===== config.mk =====
export PLATFORM = sky130hd
export DESIGN_NAME = wb_load_align_flat
export DESIGN_NICKNAME = d
export VERILOG_FILES = /design/src/rtl/wb_load_align_if.sv /design/src/rtl/wb_load_align.sv /design/src/flat_wrapper.sv
export SDC_FILE = /design/constraint.sdc
export NUM_CORES = 1
export LEC_CHECK = 0
export CORE_MARGIN = 3
export CORE_UTILIZATION = 51
export DETAILED_ROUTE_END_ITERATION = 8
export GPL_TIMING_DRIVEN = 0
export PLACE_DENSITY_LB_ADDON = 0.2
export RECOVER_POWER = 100
export SYNTH_ARGS = -nofsm -noshare
export SYNTH_HDL_FRONTEND = slang
export SYNTH_SLANG_ARGS = --single-unit

===== constraint.sdc =====
create_clock -name clk -period 2.7 [get_ports clk]
set_input_delay 0.54 -clock clk [delete_from_list [all_inputs] [get_ports clk]]
set_output_delay 0.54 -clock clk [all_outputs]
set_load 0.01 [all_outputs]

===== src/rtl/wb_load_align_if.sv =====
// MEM/WB boundary bundle: MEM-stage instruction, data-memory response,
// flush, stall back-pressure and the register-file write port.
interface wb_load_align_if #(
  parameter int DW  = 32,
  parameter int RAW = 5
);
  logic           m_valid;
  logic [3:0]     m_wreg;
  logic [RAW-1:0] m_wraddr;
  logic [DW-1:0]  m_alures;
  logic           m_isload;
  logic [2:0]     m_ldtype;
  logic [1:0]     m_addr_lo;
  logic           d_rvalid;
  logic [DW-1:0]  d_rdata;
  logic           flush;
  logic           stall_req;
  logic [3:0]     wb_we;
  logic [RAW-1:0] wb_waddr;
  logic [DW-1:0]  wb_wdata;

  modport master (
    output m_valid, m_wreg, m_wraddr, m_alures, m_isload, m_ldtype, m_addr_lo,
    output d_rvalid, d_rdata, flush,
    input  stall_req, wb_we, wb_waddr, wb_wdata
  );

  modport slave (
    input  m_valid, m_wreg, m_wraddr, m_alures, m_isload, m_ldtype, m_addr_lo,
    input  d_rvalid, d_rdata, flush,
    output stall_req, wb_we, wb_waddr, wb_wdata
  );
endinterface


===== src/rtl/wb_load_align.sv =====
// MEM/WB stage: registers ALU results, waits for load responses and aligns
// them (LB/LBU/LH/LHU/LW/LWL/LWR) into register-file byte writes.
module wb_load_align #(
  parameter int DW  = 32,
  parameter int RAW = 5
) (
  input  logic            clk,
  input  logic            rst,
  wb_load_align_if.slave  bus
);

  typedef enum logic [1:0] {S_IDLE, S_WAIT, S_DRAIN} state_t;

  state_t         r_state;
  logic [3:0]     r_we;
  logic [RAW-1:0] r_waddr;
  logic [DW-1:0]  r_wdata;
  logic [RAW-1:0] r_ldaddr;
  logic [2:0]     r_ldtype;
  logic [1:0]     r_k;

  logic [7:0]     w_byte;
  logic [15:0]    w_half;
  logic [DW-1:0]  w_ld_data;
  logic [3:0]     w_ld_we;

  always_comb begin
    w_byte    = '0;
    w_half    = r_k[1] ? bus.d_rdata[31:16] : bus.d_rdata[15:0];
    w_ld_data = bus.d_rdata;
    w_ld_we   = '1;
    case (r_k)
      2'd0:    w_byte = bus.d_rdata[7:0];
      2'd1:    w_byte = bus.d_rdata[15:8];
      2'd2:    w_byte = bus.d_rdata[23:16];
      default: w_byte = bus.d_rdata[31:24];
    endcase
    case (r_ldtype)
      3'd1: w_ld_data = {{24{w_byte[7]}}, w_byte};
      3'd2: w_ld_data = {24'h0, w_byte};
      3'd3: w_ld_data = {{16{w_half[15]}}, w_half};
      3'd4: w_ld_data = {16'h0, w_half};
      3'd5: begin
        // LWL: memory bytes 0..k land in the top k+1 register lanes
        case (r_k)
          2'd0:    begin w_ld_data = {bus.d_rdata[7:0], 24'h0};  w_ld_we = 4'b1000; end
          2'd1:    begin w_ld_data = {bus.d_rdata[15:0], 16'h0}; w_ld_we = 4'b1100; end
          2'd2:    begin w_ld_data = {bus.d_rdata[23:0], 8'h0};  w_ld_we = 4'b1110; end
          default: begin w_ld_data = bus.d_rdata;                w_ld_we = 4'b1111; end
        endcase
      end
      3'd6: begin
        case (r_k)
          2'd0:    begin w_ld_data = bus.d_rdata;                 w_ld_we = 4'b1111; end
          2'd1:    begin w_ld_data = {8'h0, bus.d_rdata[31:8]};   w_ld_we = 4'b0111; end
          2'd2:    begin w_ld_data = {16'h0, bus.d_rdata[31:16]}; w_ld_we = 4'b0011; end
          default: begin w_ld_data = {24'h0, bus.d_rdata[31:24]}; w_ld_we = 4'b0001; end
        endcase
      end
      default: w_ld_data = bus.d_rdata;
    endcase
  end

  always_ff @(posedge clk or negedge rst) begin
    if (!rst) begin
      r_state  <= S_IDLE;
      r_we     <= '0;
      r_waddr  <= '0;
      r_wdata  <= '0;
      r_ldaddr <= '0;
      r_ldtype <= '0;
      r_k      <= '0;
    end else begin
      r_we <= '0;
      case (r_state)
        S_IDLE: begin
          if (bus.m_valid && !bus.flush) begin
            if (bus.m_isload) begin
              r_ldaddr <= bus.m_wraddr;
              r_ldtype <= bus.m_ldtype;
              r_k      <= bus.m_addr_lo;
              r_state  <= S_WAIT;
            end else begin
              r_we    <= (bus.m_wraddr == '0) ? 4'b0000 : bus.m_wreg;
              r_waddr <= bus.m_wraddr;
              r_wdata <= bus.m_alures;
            end
          end
        end
        S_WAIT: begin
          if (bus.d_rvalid && !bus.flush) begin
            r_we    <= (r_ldaddr == '0) ? 4'b0000 : w_ld_we;
            r_waddr <= r_ldaddr;
            r_wdata <= w_ld_data;
            r_state <= S_IDLE;
          end else if (bus.flush) begin
            // flush coinciding with the response consumes it; otherwise drain it later
            r_state <= bus.d_rvalid ? S_IDLE : S_DRAIN;
          end
        end
        S_DRAIN: begin
          if (bus.d_rvalid) r_state <= S_IDLE;
        end
        default: r_state <= S_IDLE;
      endcase
    end
  end

  assign bus.stall_req = (r_state != S_IDLE);
  assign bus.wb_we     = r_we;
  assign bus.wb_waddr  = r_waddr;
  assign bus.wb_wdata  = r_wdata;

endmodule


===== src/flat_wrapper.sv =====
// flat-port wrapper written by rule: the top's interface ports become plain ports
module wb_load_align_flat 
#(
  parameter int DW  = 32,
  parameter int RAW = 5
)
  (clk, rst, bus_m_valid, bus_m_wreg, bus_m_wraddr, bus_m_alures, bus_m_isload, bus_m_ldtype, bus_m_addr_lo, bus_d_rvalid, bus_d_rdata, bus_flush, bus_stall_req, bus_wb_we, bus_wb_waddr, bus_wb_wdata);
  wb_load_align_if #(.DW(DW), .RAW(RAW)) bus_i ();
  input  logic clk;
  input  logic rst;
  input wire logic [$bits(bus_i.m_valid)-1:0] bus_m_valid;
  input wire logic [$bits(bus_i.m_wreg)-1:0] bus_m_wreg;
  input wire logic [$bits(bus_i.m_wraddr)-1:0] bus_m_wraddr;
  input wire logic [$bits(bus_i.m_alures)-1:0] bus_m_alures;
  input wire logic [$bits(bus_i.m_isload)-1:0] bus_m_isload;
  input wire logic [$bits(bus_i.m_ldtype)-1:0] bus_m_ldtype;
  input wire logic [$bits(bus_i.m_addr_lo)-1:0] bus_m_addr_lo;
  input wire logic [$bits(bus_i.d_rvalid)-1:0] bus_d_rvalid;
  input wire logic [$bits(bus_i.d_rdata)-1:0] bus_d_rdata;
  input wire logic [$bits(bus_i.flush)-1:0] bus_flush;
  output wire logic [$bits(bus_i.stall_req)-1:0] bus_stall_req;
  output wire logic [$bits(bus_i.wb_we)-1:0] bus_wb_we;
  output wire logic [$bits(bus_i.wb_waddr)-1:0] bus_wb_waddr;
  output wire logic [$bits(bus_i.wb_wdata)-1:0] bus_wb_wdata;
  assign bus_i.m_valid = bus_m_valid;
  assign bus_i.m_wreg = bus_m_wreg;
  assign bus_i.m_wraddr = bus_m_wraddr;
  assign bus_i.m_alures = bus_m_alures;
  assign bus_i.m_isload = bus_m_isload;
  assign bus_i.m_ldtype = bus_m_ldtype;
  assign bus_i.m_addr_lo = bus_m_addr_lo;
  assign bus_i.d_rvalid = bus_d_rvalid;
  assign bus_i.d_rdata = bus_d_rdata;
  assign bus_i.flush = bus_flush;
  assign bus_stall_req = bus_i.stall_req;
  assign bus_wb_we = bus_i.wb_we;
  assign bus_wb_waddr = bus_i.wb_waddr;
  assign bus_wb_wdata = bus_i.wb_wdata;
  wb_load_align #(.DW(DW), .RAW(RAW)) u_core (.clk(clk), .rst(rst), .bus(bus_i));
endmodule

Word-level counts from Yosys, hierarchy flattened
Index checks and enable logic that the tools add are counted.
Operators by class
  add/sub/neg operators: 0
  $mul: 0
  divide/modulo/power cells: 0
  magnitude comparators: 0
  eq/ne operators: 16
  shift-type cells: 0
  multiplexer cells: 29
  bitwise gates (word level): 0
  reductions and logical operators: 12
Operator list (number)
  $pmux W32 S3: 2
  $pmux W32 S6: 1
  $mux W32: 3
  $pmux W32 S2: 1
  $pmux W8 S3: 1
  $mux W4: 5
  $mux W16: 1
  $pmux W4 S2: 2
  $mux W5: 3
  $mux W2: 6
  $pmux W4 S3: 1
  $logic_not A5 Y1: 2
  $pmux W5 S2: 1
  $eq A3 B3 Y1 const B: 3
  $pmux W3 S3: 1
  $reduce_and A4 Y1: 2
  $eq A3 B2 Y1 const B: 2
  $ne A2 B2 Y1 const B: 3
  $pmux W2 S3: 1
  $eq A2 B1 Y1 const B: 2
  $eq A2 B2 Y1 const B: 2
  $logic_not A2 Y1: 2
  $ne A2 B1 Y1 const B: 2
  $reduce_bool A2 Y1: 2
  other kinds (5): 6
Word-level totals
  register bits after elaboration: 53
  bits in latches: 0
  bits in writable memories: 0
  ROM bits: 0
  output and inout port bits: 42
  memories: 0

Longest topological paths before layout
  depth in word-level cells: 6
  depth in mapped cells: 8
  depth with buffers taken out: 4

Worst setup path before layout
OpenSTA, ideal clock, no wires.
  kind: input -> register
  start: input port bus_m_isload
  end: register u_core.r_wdata[28], in the netlist u_core.bus.wb_wdata[28]
  library setup time: 0.134 ns
  arrival: 1.742 ns
  required time: 2.566 ns
  slack: 0.824 ns
  cell stages on the path: 6
  path through: or3b_1 > a211oi_2 > buf_4 > buf_6 > mux2i_1 > o211ai_1
On the way
  word-level cells in the longest chain between the ends: 2
RTL lines
  start, declared: line flat_wrapper.sv:15  | input wire logic [$bits(bus_i.m_isload)-1:0] bus_m_isload;
  $ne A2 B2 Y1 (no line)
  $reduce_and A4 Y1 (no line)
  end signal, assigned: line wb_load_align.sv:86  | r_wdata <= bus.m_alures;
  end signal, assigned: line wb_load_align.sv:94  | r_wdata <= w_ld_data;
  end, declared: line wb_load_align.sv:17  | logic [DW-1:0] r_wdata;
Every way passes these cells.
A chain may end at the register's enable or synchronous reset.

Worst setup path in the final report
  start: input port bus_d_rdata[31]
  end: register u_core.r_wdata[10], in the netlist u_core.bus.wb_wdata[10]
On the way
  word-level cells in the longest chain between the ends: 4
RTL lines
  start, declared: line flat_wrapper.sv:19  | input wire logic [$bits(bus_i.d_rdata)-1:0] bus_d_rdata;
  $pmux W8 S3: line wb_load_align.sv:32  | case (r_k)
  $pmux W32 S6: line wb_load_align.sv:38  | case (r_ldtype)
  $mux W32: line wb_load_align.sv:91  | if (bus.d_rvalid && !bus.flush) begin
  $pmux W32 S2: line wb_load_align.sv:75  | case (r_state)
Every way passes these cells. The select of a mux whose other input is x is not followed.

==> flow_summary.ini <==
[cells_and_area]
layout.nets = 679
final_area_sq_um = 5530
areaGrowthSynthToFinish_pct = 35.9
antenna_cells = 0
layout-drive-gt1-share = 0.0940

[min_path]
holdPathStages = 2
min-delay-start = u_core.bus.wb_wdata[16]
worstHoldEndpoint = u_core.bus.wb_wdata[16]
hold_path.class = flop to flop

[worst_setup_path]
critPathKind = input pin to flop
crit_top_cell = a31oi_1
critPathRequiredTime_ps = 2840
critPathMaxStageDelay_ps = 920
crit_slowest_cell = a31oi_1
cp_cell_sequence = clkdlybuf4s50_1, mux4_2, a31oi_1, a31oi_1
r2r_slack_ps = 240
reg2regPathDepth = 4
r2r_start = u_core.r_state[0]
start_kind = input pin
arrival_ps = 2820
r2r-end = u_core.bus.wb_wdata[10]
crit_fanout = 9
crit_path_end_kind = flop

[cts]
cts_hold_buf = 0
clk_latency_ps = 320
cts_setup_buffers = 0
numCtsBuffers = 5
root_buffer = clkbuf_8
cts_tree = done
htree_levels = 2
clock_sinks = 53
ctsResizeCount = 0
cts.path.max_buffers = 2
path_clk_slew_ps = 110

[yosys]
ys_ff_latch = 53
synth_edf_count = 0
ys_seq_area_frac = 0.326
syn-cell-area_sq_um = 4070
synth_top_area_share = 0.326
synthArstFlopShare = 1.00
ys_warn_count = 0
yosys.area.top_type = dfrtp_1
synthTopCellsByArea = dfrtp_1 (33%), mux2i_1 (11%), mux2_2 (4.7%)
synthTopCellsByCount = dfrtp_1 (53), mux2i_1 (45), nor2_1 (40)
synth_most_common_cell = dfrtp_1
ys_types = 48
yosys_most_used_dff = dfrtp_1
syn_inst = 462
synth_area_per_cell_sq_um = 8.81
syn_nets = 546

[detailed_routing]
drtAntennaViolNets = 0
drt-initial-drc-count = 421
totalWireLength_um = 15400
viasPerCell = 6.66
dr.pass1.iters = 5
via_count = 4626
avgRoutedWirePerCell_um = 22.1
drc = 0

[global_route]
grt_first_pass_wirelength_um = 23300
antenna_found_initial = 0
grt_max_degree = 28
grt-ovfl-total = 0
grt_pass1_vias = 4293
grt_use_total = 0.338

[placed_design]
hpwl_um = 11700
numPortBuffers = 125
dpl_cell_area_sq_um = 5460
routabilityCongestion = 1.03
dp_slack_ps = -242

[die]
start_util = 0.544
rows = 31
die_height_um = 95.3
die_w_um = 95.3
coreArea_sq_um = 7490
dieArea_sq_um = 9090
io_pins = 126

[sta]
rsz0062_at_grt = no
setup_viol = 0
max-slew-margin-rel = -0.00207
worstMarginPinSlew_ps = 1500
whs_ps = 508
skew_ps = 7.15
period_share = 0.991
hold_viol = 0
fmax_ghz = 0.374
min_period_ps = 2680
drv_slew = 27
setup_ws_ps = 24.4

[run_status]
outcome = complete, but fails checks
violations = capacitance limit, slew limit

[power_and_ir_drop]
p_leak_nw = 2.11
ir_drop_mv = 0.309
power_density_nw_per_um2 = 633

[flow_run]
max-cap-violations = 1
## routing by layer
metal | wire length [um] | GRT usage | up-vias | share of wire
li1 | - | - | 2025 | -
met1 | 6120 | 0.458 | 2191 | 0.40
met2 | 7040 | 0.543 | 354 | 0.46
met3 | 1690 | 0.0639 | 56 | 0.11
met4 | 501 | 0.111 | 0 | 0.033
met5 | 0 | 0 | - | 0
## worst max-delay path by stage
stage	slack [ps]	start	to	depth (start not counted)
4_1_cts	100	bus_d_rdata[31]	u_core.bus.wb_wdata[10]	4
6_report	20	bus_d_rdata[31]	u_core.bus.wb_wdata[10]	4
3_3_place_gp	-490	rst	u_core.bus.wb_waddr[3]	1
3_5_place_dp	-240	bus_d_rdata[31]	u_core.bus.wb_wdata[10]	4
2_1_floorplan	820	bus_m_isload	u_core.bus.wb_wdata[28]	6
5_1_grt	60	bus_m_valid	u_core.bus.wb_waddr[3]	7
## cells in the final DEF (no fill, tap or decap), types with 8 or more instances in the layout
master            n
a21oi_1          19
mux2i_1          45
clkbuf_1         16
clkdlybuf4s50_1  82
a221oi_1         15
mux2_2           17
nor3_1           10
nand2b_1         17
inv_1            10
o221ai_1         14
dfrtp_1          53
a311oi_1         15
o21ai_0          16
buf_2            16
o22ai_1           8
nand2_1          34
o211ai_1          8
dlygate4sd3_1    42
a31oi_1          17
and2_1           13
nor2_1           40
nor3b_1          13
## sequential cells by signal, summed over array words and instances, names as in the netlist
name / count
u_core.bus.wb_wdata: 32
u_core.bus.wb_waddr: 5
u_core.r_ldaddr: 5
u_core.bus.wb_we: 4
u_core.r_ldtype: 3
u_core.r_k: 2
u_core.r_state: 2
## cell type report
| type | count | area [sq um] |
|---|---|---|
| plain buffers | 38 | 186 |
| clock inverters | 3 | 26.3 |
| well taps | 99 | 124 |
| inverters | 11 | 41.3 |
| multi-input cells | 360 | 2510 |
| fillers | 581 | 1960 |
| repair buffers | 126 | 1250 |
| flip-flops and latches | 53 | 1330 |
| clock buffers | 5 | 68.8 |
## worst max-delay path: cells and delay by family
family	cells	cell delay, ps
AOI/OAI and AO/OA	2	1130
buffers and inverters	1	560
muxes	1	590
## cells by family after synthesis
kind of cell           count (synthesis)  synth area share
multiplexers                          63             0.163
buffers and inverters                 49            0.0581
flip-flops                            53             0.326
AO/OA/AOI/OAI                        141             0.251
AND/OR/NAND/NOR                      156             0.201
## stage by stage
step                cells  setup TNS (ps)  utilization  power [mW]
floorplan             462               0            -        2.19
global placement      686          -27670        0.727        3.02
detailed placement    687           -1810        0.729        3.06
CTS                   695               0        0.742        3.55
global route          695               0        0.739        3.68
finish                695               0        0.739        3.50
## report_power, final
group	switching, mW	internal (mW)	total, mW
clock	0.300	0.189	0.490
sequential	0.123	1.01	1.13
combinational	1.05	0.836	1.88
No activity file was read; power rests on OpenSTA's default activity.
